===== src/rtl/upsampler_48_96_pkg.sv =====
// Shared definitions for the 48->96 kHz mixer path: sample widths,
// upsampler FSM states and the 24-bit saturation helper.
package dmix_pkg;

  localparam int SAMPLE_W = 24;
  localparam int COEFF_W  = 24;
  localparam int ROM_AW   = 5;

  typedef enum logic [2:0] {
    ST_IDLE,
    ST_MAC0,
    ST_OUT0,
    ST_MAC1,
    ST_OUT1
  } upsampler_state_t;

  function automatic logic signed [SAMPLE_W-1:0] sat24(input logic signed [63:0] v);
    if (v > 64'sd8388607) begin
      return 24'sh7FFFFF;
    end else if (v < -64'sd8388608) begin
      return 24'sh800000;
    end else begin
      return v[SAMPLE_W-1:0];
    end
  endfunction

endpackage


===== src/rtl/upsampler_48_96_if.sv =====
// Sample-in, sample-out and coefficient ROM signals of the 2x upsampler,
// named from the upsampler's point of view.
interface upsampler_48_96_if;
  import dmix_pkg::*;

  logic                       valid_i;
  logic                       ready_o;
  logic signed [SAMPLE_W-1:0] data_i;
  logic                       valid_o;
  logic                       ready_i;
  logic signed [SAMPLE_W-1:0] data_o;
  logic [ROM_AW-1:0]          rom_addr_o;
  logic signed [COEFF_W-1:0]  rom_data_i;

  modport slave (
    input  valid_i, data_i, ready_i, rom_data_i,
    output ready_o, valid_o, data_o, rom_addr_o
  );

  modport master (
    output valid_i, data_i, ready_i, rom_data_i,
    input  ready_o, valid_o, data_o, rom_addr_o
  );

endinterface


===== src/rtl/upsampler_48_96_hist.sv =====
// 16-entry sample history ring: writes advance the pointer, reads are
// indexed by tap distance back from the most recently written sample.
module fir_hist_ring16
  import dmix_pkg::*;
(
  input  logic                       clk,
  input  logic                       rst_n,
  input  logic                       wr_en_i,
  input  logic signed [SAMPLE_W-1:0] wr_data_i,
  input  logic [3:0]                 tap_i,
  output logic signed [SAMPLE_W-1:0] rd_data_o
);

  logic signed [SAMPLE_W-1:0] mem_q [16];
  logic [3:0]                 wp_q;

  always_ff @(posedge clk or negedge rst_n) begin
    if (!rst_n) begin
      wp_q <= '0;
      for (int i = 0; i < 16; i++) begin
        mem_q[i] <= '0;
      end
    end else if (wr_en_i) begin
      mem_q[wp_q] <= wr_data_i;
      wp_q        <= wp_q + 4'd1;
    end
  end

  // wp_q already points past the newest sample, hence the extra -1
  assign rd_data_o = mem_q[wp_q - 4'd1 - tap_i];

endmodule


===== src/rtl/upsampler_48_96.sv =====
// Polyphase 2x interpolator: each accepted 48 kHz sample yields a phase-0
// and a phase-1 16-tap dot product against the external coefficient ROM.
module upsampler_48_96
  import dmix_pkg::*;
#(
  parameter int TAPS        = 16,
  parameter int COEFF_SHIFT = 23,
  parameter int ACC_W       = 52
) (
  input logic               clk,
  input logic               rst_n,
  upsampler_48_96_if.slave  bus
);

  localparam int         PW = SAMPLE_W + COEFF_W;
  localparam logic [4:0] T5 = 5'(TAPS);

  upsampler_state_t           state_q, state_d;
  logic [4:0]                 cnt_q, cnt_d;
  logic [ROM_AW-1:0]          addr_q, addr_d;
  logic signed [SAMPLE_W-1:0] x_q, x_d, data_q, data_d, hist_rd;
  logic signed [PW-1:0]       prod_q, prod_d, coeff_ext, x_ext;
  logic signed [ACC_W-1:0]    acc_q, acc_d, prod_acc, acc_sh;
  logic signed [63:0]         acc_sh_ext;
  logic                       valid_q, valid_d, ready_q, ready_d, wr_en;

  fir_hist_ring16 u_hist (
    .clk       (clk),
    .rst_n     (rst_n),
    .wr_en_i   (wr_en),
    .wr_data_i (bus.data_i),
    .tap_i     (cnt_q[3:0] - 4'd1),
    .rd_data_o (hist_rd)
  );

  assign coeff_ext  = {{(PW-COEFF_W){bus.rom_data_i[COEFF_W-1]}}, bus.rom_data_i};
  assign x_ext      = {{(PW-SAMPLE_W){x_q[SAMPLE_W-1]}}, x_q};
  assign prod_acc   = {{(ACC_W-PW){prod_q[PW-1]}}, prod_q};
  assign acc_sh     = acc_q >>> COEFF_SHIFT;
  assign acc_sh_ext = {{(64-ACC_W){acc_sh[ACC_W-1]}}, acc_sh};

  always_ff @(posedge clk or negedge rst_n) begin
    if (!rst_n) begin
      state_q <= ST_IDLE;
      cnt_q   <= '0;
      addr_q  <= '0;
      x_q     <= '0;
      prod_q  <= '0;
      acc_q   <= '0;
      data_q  <= '0;
      valid_q <= 1'b0;
      ready_q <= 1'b1;
    end else begin
      state_q <= state_d;
      cnt_q   <= cnt_d;
      addr_q  <= addr_d;
      x_q     <= x_d;
      prod_q  <= prod_d;
      acc_q   <= acc_d;
      data_q  <= data_d;
      valid_q <= valid_d;
      ready_q <= ready_d;
    end
  end

  // MAC pipeline keyed on cnt_q: address issue, ROM/history capture,
  // multiply, accumulate, then the saturated result three cycles after the last issue
  always_comb begin
    state_d = state_q;
    cnt_d   = cnt_q;
    addr_d  = addr_q;
    x_d     = x_q;
    prod_d  = prod_q;
    acc_d   = acc_q;
    data_d  = data_q;
    valid_d = valid_q;
    wr_en   = 1'b0;
    unique case (state_q)
      ST_IDLE: begin
        if (bus.valid_i && ready_q) begin
          wr_en   = 1'b1;
          state_d = ST_MAC0;
          cnt_d   = '0;
          acc_d   = '0;
        end
      end
      ST_MAC0, ST_MAC1: begin
        cnt_d = cnt_q + 5'd1;
        if (cnt_q < T5) begin
          addr_d = {(state_q == ST_MAC1), cnt_q[3:0]};
        end
        if (cnt_q >= 5'd1 && cnt_q <= T5) begin
          x_d = hist_rd;
        end
        if (cnt_q >= 5'd2 && cnt_q <= T5 + 5'd1) begin
          prod_d = coeff_ext * x_ext;
        end
        if (cnt_q >= 5'd3 && cnt_q <= T5 + 5'd2) begin
          acc_d = acc_q + prod_acc;
        end
        if (cnt_q == T5 + 5'd3) begin
          data_d  = sat24(acc_sh_ext);
          valid_d = 1'b1;
          state_d = (state_q == ST_MAC0) ? ST_OUT0 : ST_OUT1;
        end
      end
      ST_OUT0, ST_OUT1: begin
        if (bus.ready_i) begin
          valid_d = 1'b0;
          cnt_d   = '0;
          acc_d   = '0;
          state_d = (state_q == ST_OUT0) ? ST_MAC1 : ST_IDLE;
        end
      end
      default: state_d = ST_IDLE;
    endcase
  end

  assign ready_d = (state_d == ST_IDLE);

  assign bus.ready_o    = ready_q;
  assign bus.valid_o    = valid_q;
  assign bus.data_o     = data_q;
  assign bus.rom_addr_o = addr_q;

endmodule


===== src/flat_wrapper.sv =====
// flat-port wrapper written by rule: the top's interface ports become plain ports
module upsampler_48_96_flat import dmix_pkg::*;
#(
  parameter int TAPS        = 16,
  parameter int COEFF_SHIFT = 23,
  parameter int ACC_W       = 52
)
  (clk, rst_n, bus_valid_i, bus_data_i, bus_ready_i, bus_rom_data_i, bus_ready_o, bus_valid_o, bus_data_o, bus_rom_addr_o);
  upsampler_48_96_if bus_i ();
  input logic clk;
  input logic rst_n;
  input wire logic [$bits(bus_i.valid_i)-1:0] bus_valid_i;
  input wire logic [$bits(bus_i.data_i)-1:0] bus_data_i;
  input wire logic [$bits(bus_i.ready_i)-1:0] bus_ready_i;
  input wire logic [$bits(bus_i.rom_data_i)-1:0] bus_rom_data_i;
  output wire logic [$bits(bus_i.ready_o)-1:0] bus_ready_o;
  output wire logic [$bits(bus_i.valid_o)-1:0] bus_valid_o;
  output wire logic [$bits(bus_i.data_o)-1:0] bus_data_o;
  output wire logic [$bits(bus_i.rom_addr_o)-1:0] bus_rom_addr_o;
  assign bus_i.valid_i = bus_valid_i;
  assign bus_i.data_i = bus_data_i;
  assign bus_i.ready_i = bus_ready_i;
  assign bus_i.rom_data_i = bus_rom_data_i;
  assign bus_ready_o = bus_i.ready_o;
  assign bus_valid_o = bus_i.valid_o;
  assign bus_data_o = bus_i.data_o;
  assign bus_rom_addr_o = bus_i.rom_addr_o;
  upsampler_48_96 #(.TAPS(TAPS), .COEFF_SHIFT(COEFF_SHIFT), .ACC_W(ACC_W)) u_core (.clk(clk), .rst_n(rst_n), .bus(bus_i));
endmodule

===== config.mk =====
export PLATFORM = sky130hd
export DESIGN_NAME = upsampler_48_96_flat
export DESIGN_NICKNAME = d
export VERILOG_FILES = /design/src/rtl/upsampler_48_96_pkg.sv /design/src/rtl/upsampler_48_96_if.sv /design/src/rtl/upsampler_48_96_hist.sv /design/src/rtl/upsampler_48_96.sv /design/src/flat_wrapper.sv
export SDC_FILE = /design/constraint.sdc
export NUM_CORES = 2
export LEC_CHECK = 0
export CAP_MARGIN = 0
export CORE_MARGIN = 2
export CORE_UTILIZATION = 55
export DETAILED_ROUTE_END_ITERATION = 6
export GPL_TIMING_DRIVEN = 0
export PLACE_DENSITY_LB_ADDON = 0.12
export SYNTH_ARGS = -nofsm -noshare
export SYNTH_HDL_FRONTEND = slang
export SYNTH_SLANG_ARGS = --single-unit

===== constraint.sdc =====
create_clock -name clk -period 6.6 [get_ports clk]
set_input_delay 1.65 -clock clk [delete_from_list [all_inputs] [get_ports clk]]
set_output_delay 1.65 -clock clk [all_outputs]
set_load 0.02 [all_outputs]

# Word-level counts from Yosys, hierarchy flattened
# Cells that the tools add are included.
[word_totals]
input_bits = 52
register_bits = 551
wordCells = 100
out_inout_bits = 31
[op_classes]
n_mux = 26
order_cmp = 12
eq_ne = 9
mul = 1
bitwise = 2
n_reduce_logical = 18
add_sub_neg = 6
[op_table]
columns = ["cell", "count"]
rows = [
  ["$bwmux W384", 1],
  ["$mux W52", 3],
  ["$pmux W52 S3", 1],
  ["$mux W24", 5],
  ["$bmux W24 S4", 1],
  ["$demux W24 S4", 1],
  ["$add A52 B48 Y52", 1],
  ["$mul A24 B24 Y48", 1],
  ["$gt A29 B24 Y1 const B", 1],
  ["$lt A29 B24 Y1 const B", 1],
  ["$le A5 B5 Y1 const B", 3],
  ["$pmux W5 S3", 1],
  ["$mux W3", 4],
  ["$ge A5 B2 Y1 const B", 2],
  ["$ge A5 B5 Y1 const B", 2],
  ["$mux W5", 2],
  ["$not A4 Y5", 2],
  ["$pmux W3 S3", 1],
  ["$reduce_and A2 Y1", 4],
  ["$sub A4 B1 Y4 const B", 2],
  ["$eq A3 B2 Y1 const B", 2],
  ["$logic_not A3 Y1", 2],
  ["$ne A2 B1 Y1 const B", 3],
  ["$reduce_and A3 Y1", 2],
  ["other kinds (18)", 26],
]

# Longest topological paths before layout
[depth]
depth_word = 6
mapped_depth = 27
mapped_depth_nobuf = 26

# Modules after synthesis
# A second synthesis with hierarchy kept.
[unflattened]
cells_unflattened = 4366
hier_area_um2 = 48006.0
[by_module_without_submodules]
columns = ["module", "area_per_inst_um2", "instances", "seq_area_each_um2", "cells_each"]
rows = [
  ["upsampler_48_96", 29788.6, 1, 4080.2, 3193],
  ["fir_hist_ring16", 18217.5, 1, 9709.3, 1173],
]

# Worst setup path before layout
# Ideal clock, no wire load.
[synth_timing]
path_kind = "input port to flip-flop"
from = "input port bus_rom_data_i[23]"
to = "register u_core.prod_q[46]"
t_required_ns = 6.467
path_buffers = 1
path_slack_ns = -1.696
path_stages = 22
t_arrival_ns = 8.163
setup_time_ns = 0.133
cell_sequence = "clkbuf_1 nand2_1 inv_1 fa_1 fa_1 inv_1 fa_1 inv_1 fa_1 fa_1 fa_1 inv_1 fa_1 inv_1 ha_1 a21oi_1 o21ai_0 a211o_1 or3b_2 o21a_1 xnor2_1 o21ai_0"
[synth_via]
elab_chain_len = 1
[synth_lines]
columns = ["item", "line_no", "rtl"]
rows = [
  ["start: declaration", "flat_wrapper.sv:15", "input wire logic [$bits(bus_i.rom_data_i)-1:0] bus_rom_data_i;"],
  ["$mul A24 B24 Y48", "upsampler_48_96.sv:96", "prod_d = coeff_ext * x_ext;"],
  ["end signal: assignment", "upsampler_48_96.sv:58", "prod_q <= prod_d;"],
  ["end: declaration", "upsampler_48_96.sv:22", "logic signed [PW-1:0] prod_q, prod_d, coeff_ext, x_ext;"],
]
# Every way passes these cells.
# A chain may end at the register's enable or synchronous reset.

# Worst setup path in the final report
[layout_timing]
from = "input port bus_rom_data_i[14]"
to = "register u_core.prod_q[45]"
# The elaborated chain is that of the path after synthesis.

==> summary.md <==
| Metric | Value |
|---|---|
| Fin crit share | `117%` |
| RSZ-0062 raised after global routing | `true` |
| Setup Skew | `0.0325 ns` |
| Post-synth ARST share | `100%` |
| CTS tree | `done` |
| Register area share after synthesis | `29.0%` |
| Crit path kind | `input pin to flip-flop` |
| Setup TNS | `-21.41 ns` |
| Multi-input gate area | `0.0316 mm²` |
| Global-route wire length before repair | `208000 µm` |
| CP arrival | `8.24 ns` |
| Slack of the critical path | `-1.13 ns` |
| Final Max Tran Viols | `0` |
| Yosys reg bits | `551` |
| Grt total ovfl | `0` |
| Yosys warns | `0` |
| Final setup fails | `28` |
| Max cap viols | `0` |
| Final net count | `5553` |
| Register Area | `0.0138 mm²` |
| Total track usage | `30.8%` |
| CTS root buffer | `clkbuf_16` |
| # clock sinks | `551` |
| CP Max Fanout | `5` |
| Gpl congestion | `1.02` |
| Critical path startpoint category | `input pin` |
| Ratio of cells with drive above 1 in the final layout | `20.8%` |
| Total Wirelength | `134000 µm` |
| Ys flop type | `dfrtp_1` |
| Later-pin clock latency in the skew report | `0.64 ns` |
| Area growth syn-to-layout | `14.9%` |
| Placeable Area | `0.0854 mm²` |
| H-tree depth | `2` |
| Tightest Pin Transition | `1.17 ns` |
| DRC Markers | `0` |
| Die area | `0.0889 mm²` |
| Cell row count | `107` |
| Failing checks | `setup timing` |
| Required time worst endpoint | `7.10 ns` |
| R2R Setup Slk | `-1.10 ns` |
| R2r endpoint | `u_core.prod_q[37]` |
| Vias in the first global route | `35200` |
| Initial Util | `55.7%` |
| Fmax | `0.129 GHz` |
| CTS max path bufs | `3` |
| Largest net degree at the start of global routing | `119` |
| Post-Synthesis Cells | `4461` |
| Routed wire per std cell | `22.8 µm` |
| Yosys top cell by area | `dfrtp_1` |
| R2r worst-path depth | `26` |
| Vert. Die Dim | `298 µm` |
| Total number of vias | `33400` |
| Post-route ant nets | `0` |
| 1st-iter DRT viols | `2140` |
| Buffers on Ports | `82` |
| Synth Area per Inst | `10.7 µm²` |
| Library cells used by synthesis | `70` |
| DR vias/cell | `5.68` |
| Top cells by count, synth | `nand2_1 (630), fa_1 (609), inv_1 (594)` |
| Min-Delay Endpoint | `u_core.acc_q[20]` |
| IO Pins | `83` |
| Worst min-delay path startpoint | `u_core.acc_q[20]` |
| Slew margin rel. | `21.8%` |
| Initial antenna violation count | `2` |
| Synth Cell Area | `0.0476 mm²` |
| Top post-synthesis cells by area | `dfrtp_1 (29%), fa_1 (26%), mux2_2 (9.4%), ha_1 (5.1%), nand2_1 (5.0%)` |
| Fill cells | `6989` |
| Top-count cell post-synth | `nand2_1` |
| Min Tclk post-route | `7.73 ns` |
| Hold Path Class | `flip-flop to flip-flop` |
| Num CTS Buffers | `59` |
| Die width | `298 µm` |
| Post-Syn Nets | `5317` |
| Status | `finished with violations` |
| DR pass1 iterations | `6` |
| EDFF count, synth | `0` |
| Area share of the largest cell type after synthesis | `28.9%` |
| Final hold violations | `0` |
| Hold path cells | `2` |
| Clk pin slew, worst setup/hold paths | `0.06 ns` |
| Crit end category | `flip-flop` |
| Post-DP HPWL | `104000 µm` |
| Worst flop-to-flop path startpoint | `u_core.x_q[6]` |
## timing repair
| item | CTS | global route |
|---|---|---|
| hold buffers | 0 | 0 |
| pin swaps | 86 | 86 |
| gates resized for setup | 326 | 137 |
| buffers inserted | 61 | 32 |
| endpoints found under the setup margin | 37 | 32 |
## worst max-delay path, cell delays in order
cell and delay [ns]:
buf_12 0.11, buf_4 0.16, and2_1 0.16, fa_2 0.63, fa_1 0.44, inv_1 0.08
fa_2 0.43, fa_1 0.40, fa_2 0.61, inv_1 0.08, fa_1 0.53, inv_1 0.05
fa_1 0.54, inv_1 0.06, ha_2 0.31, nand2_2 0.10, o21ai_2 0.08, a21oi_2 0.15
a2bb2oi_2 0.20, nand3_1 0.10, o211a_1 0.27, o41a_1 0.47, a311oi_2 0.33, xor2_1 0.20
o21ai_1 0.07
## sequential cells by signal (all words and copies together), names as in the netlist
signal,count
u_core.u_hist.wp_q,4
u_core.u_hist.mem_q,384
u_core.prod_q,48
u_core.state_q,3
u_core.acc_q,52
u_core.x_q,24
u_core.cnt_q,5
u_core.bus.valid_o,1
u_core.bus.ready_o,1
u_core.bus.rom_addr_o,5
u_core.bus.data_o,24
## metrics by stage
step	util, %	hold WS [ns]	instance area, µm²	instances	setup WS, ns
2_1_floorplan	-	0.453	48300	4461	-1.15
3_3_place_gp	59.1	0.469	50500	5687	-21.87
3_5_place_dp	59.3	0.474	50600	5692	-2.97
4_1_cts	63.3	0.488	54100	5860	-1.10
5_1_grt	64.0	0.506	54700	5888	-1.35
6_report	64.0	0.484	54700	5889	-1.13
## placed cells by master (no fill, tap or decap), types with 96 or more instances in the layout
master	n
a21oi_1	101
and2_1	257
clkbuf_1	168
dfrtp_1	548
fa_1	562
ha_1	169
inv_1	567
mux2_2	398
mux4_2	96
nand2_1	619
o21ai_0	172
## layer usage
metal | part of all wire, % | up-vias | global-route usage (%) | wire length [µm]
met5 | 0.010 | - | 0 | 14
met4 | 5.7 | 2 | 14.6 | 7650
met3 | 5.5 | 295 | 4.22 | 7330
met2 | 48 | 930 | 51.0 | 64900
met1 | 40 | 17300 | 40.5 | 54300
li1 | - | 14900 | - | -
## cell type report
class	count	area share, %
clock buffers	87	3.19
diodes	1	0.00458
clock inverters	21	0.787
multi-input cells	3060	57.7
flip-flops and latches	551	25.2
inverters	595	4.10
plain buffers	250	3.01
well taps	1144	2.62
repair buffers	180	3.34
## worst max-delay path by stage
stage	startpoint	end	slack [ns]
final	bus_rom_data_i[14]	u_core.prod_q[45]	-1.13
after global routing	bus_rom_data_i[14]	u_core.prod_q[38]	-1.35
after CTS	bus_rom_data_i[10]	u_core.prod_q[45]	-1.10
after detailed placement	bus_rom_data_i[15]	u_core.prod_q[38]	-2.97
after global placement	rst_n	u_core.acc_q[14]	-21.87
after floorplan	bus_rom_data_i[23]	u_core.prod_q[46]	-1.15
## logic make-up after synthesis
logic type	Yosys count	share of synthesized area, %
flops	551	29.0
fa+ha+maj	804	30.7
mux	495	14.0
xor+xnor	105	1.93
simple gates	1137	11.1
buf+inv	850	6.71
compound gates	519	6.57
Power is not shown: default switching activity piles up to over one toggle a cycle in this logic, so the estimate is an artifact.
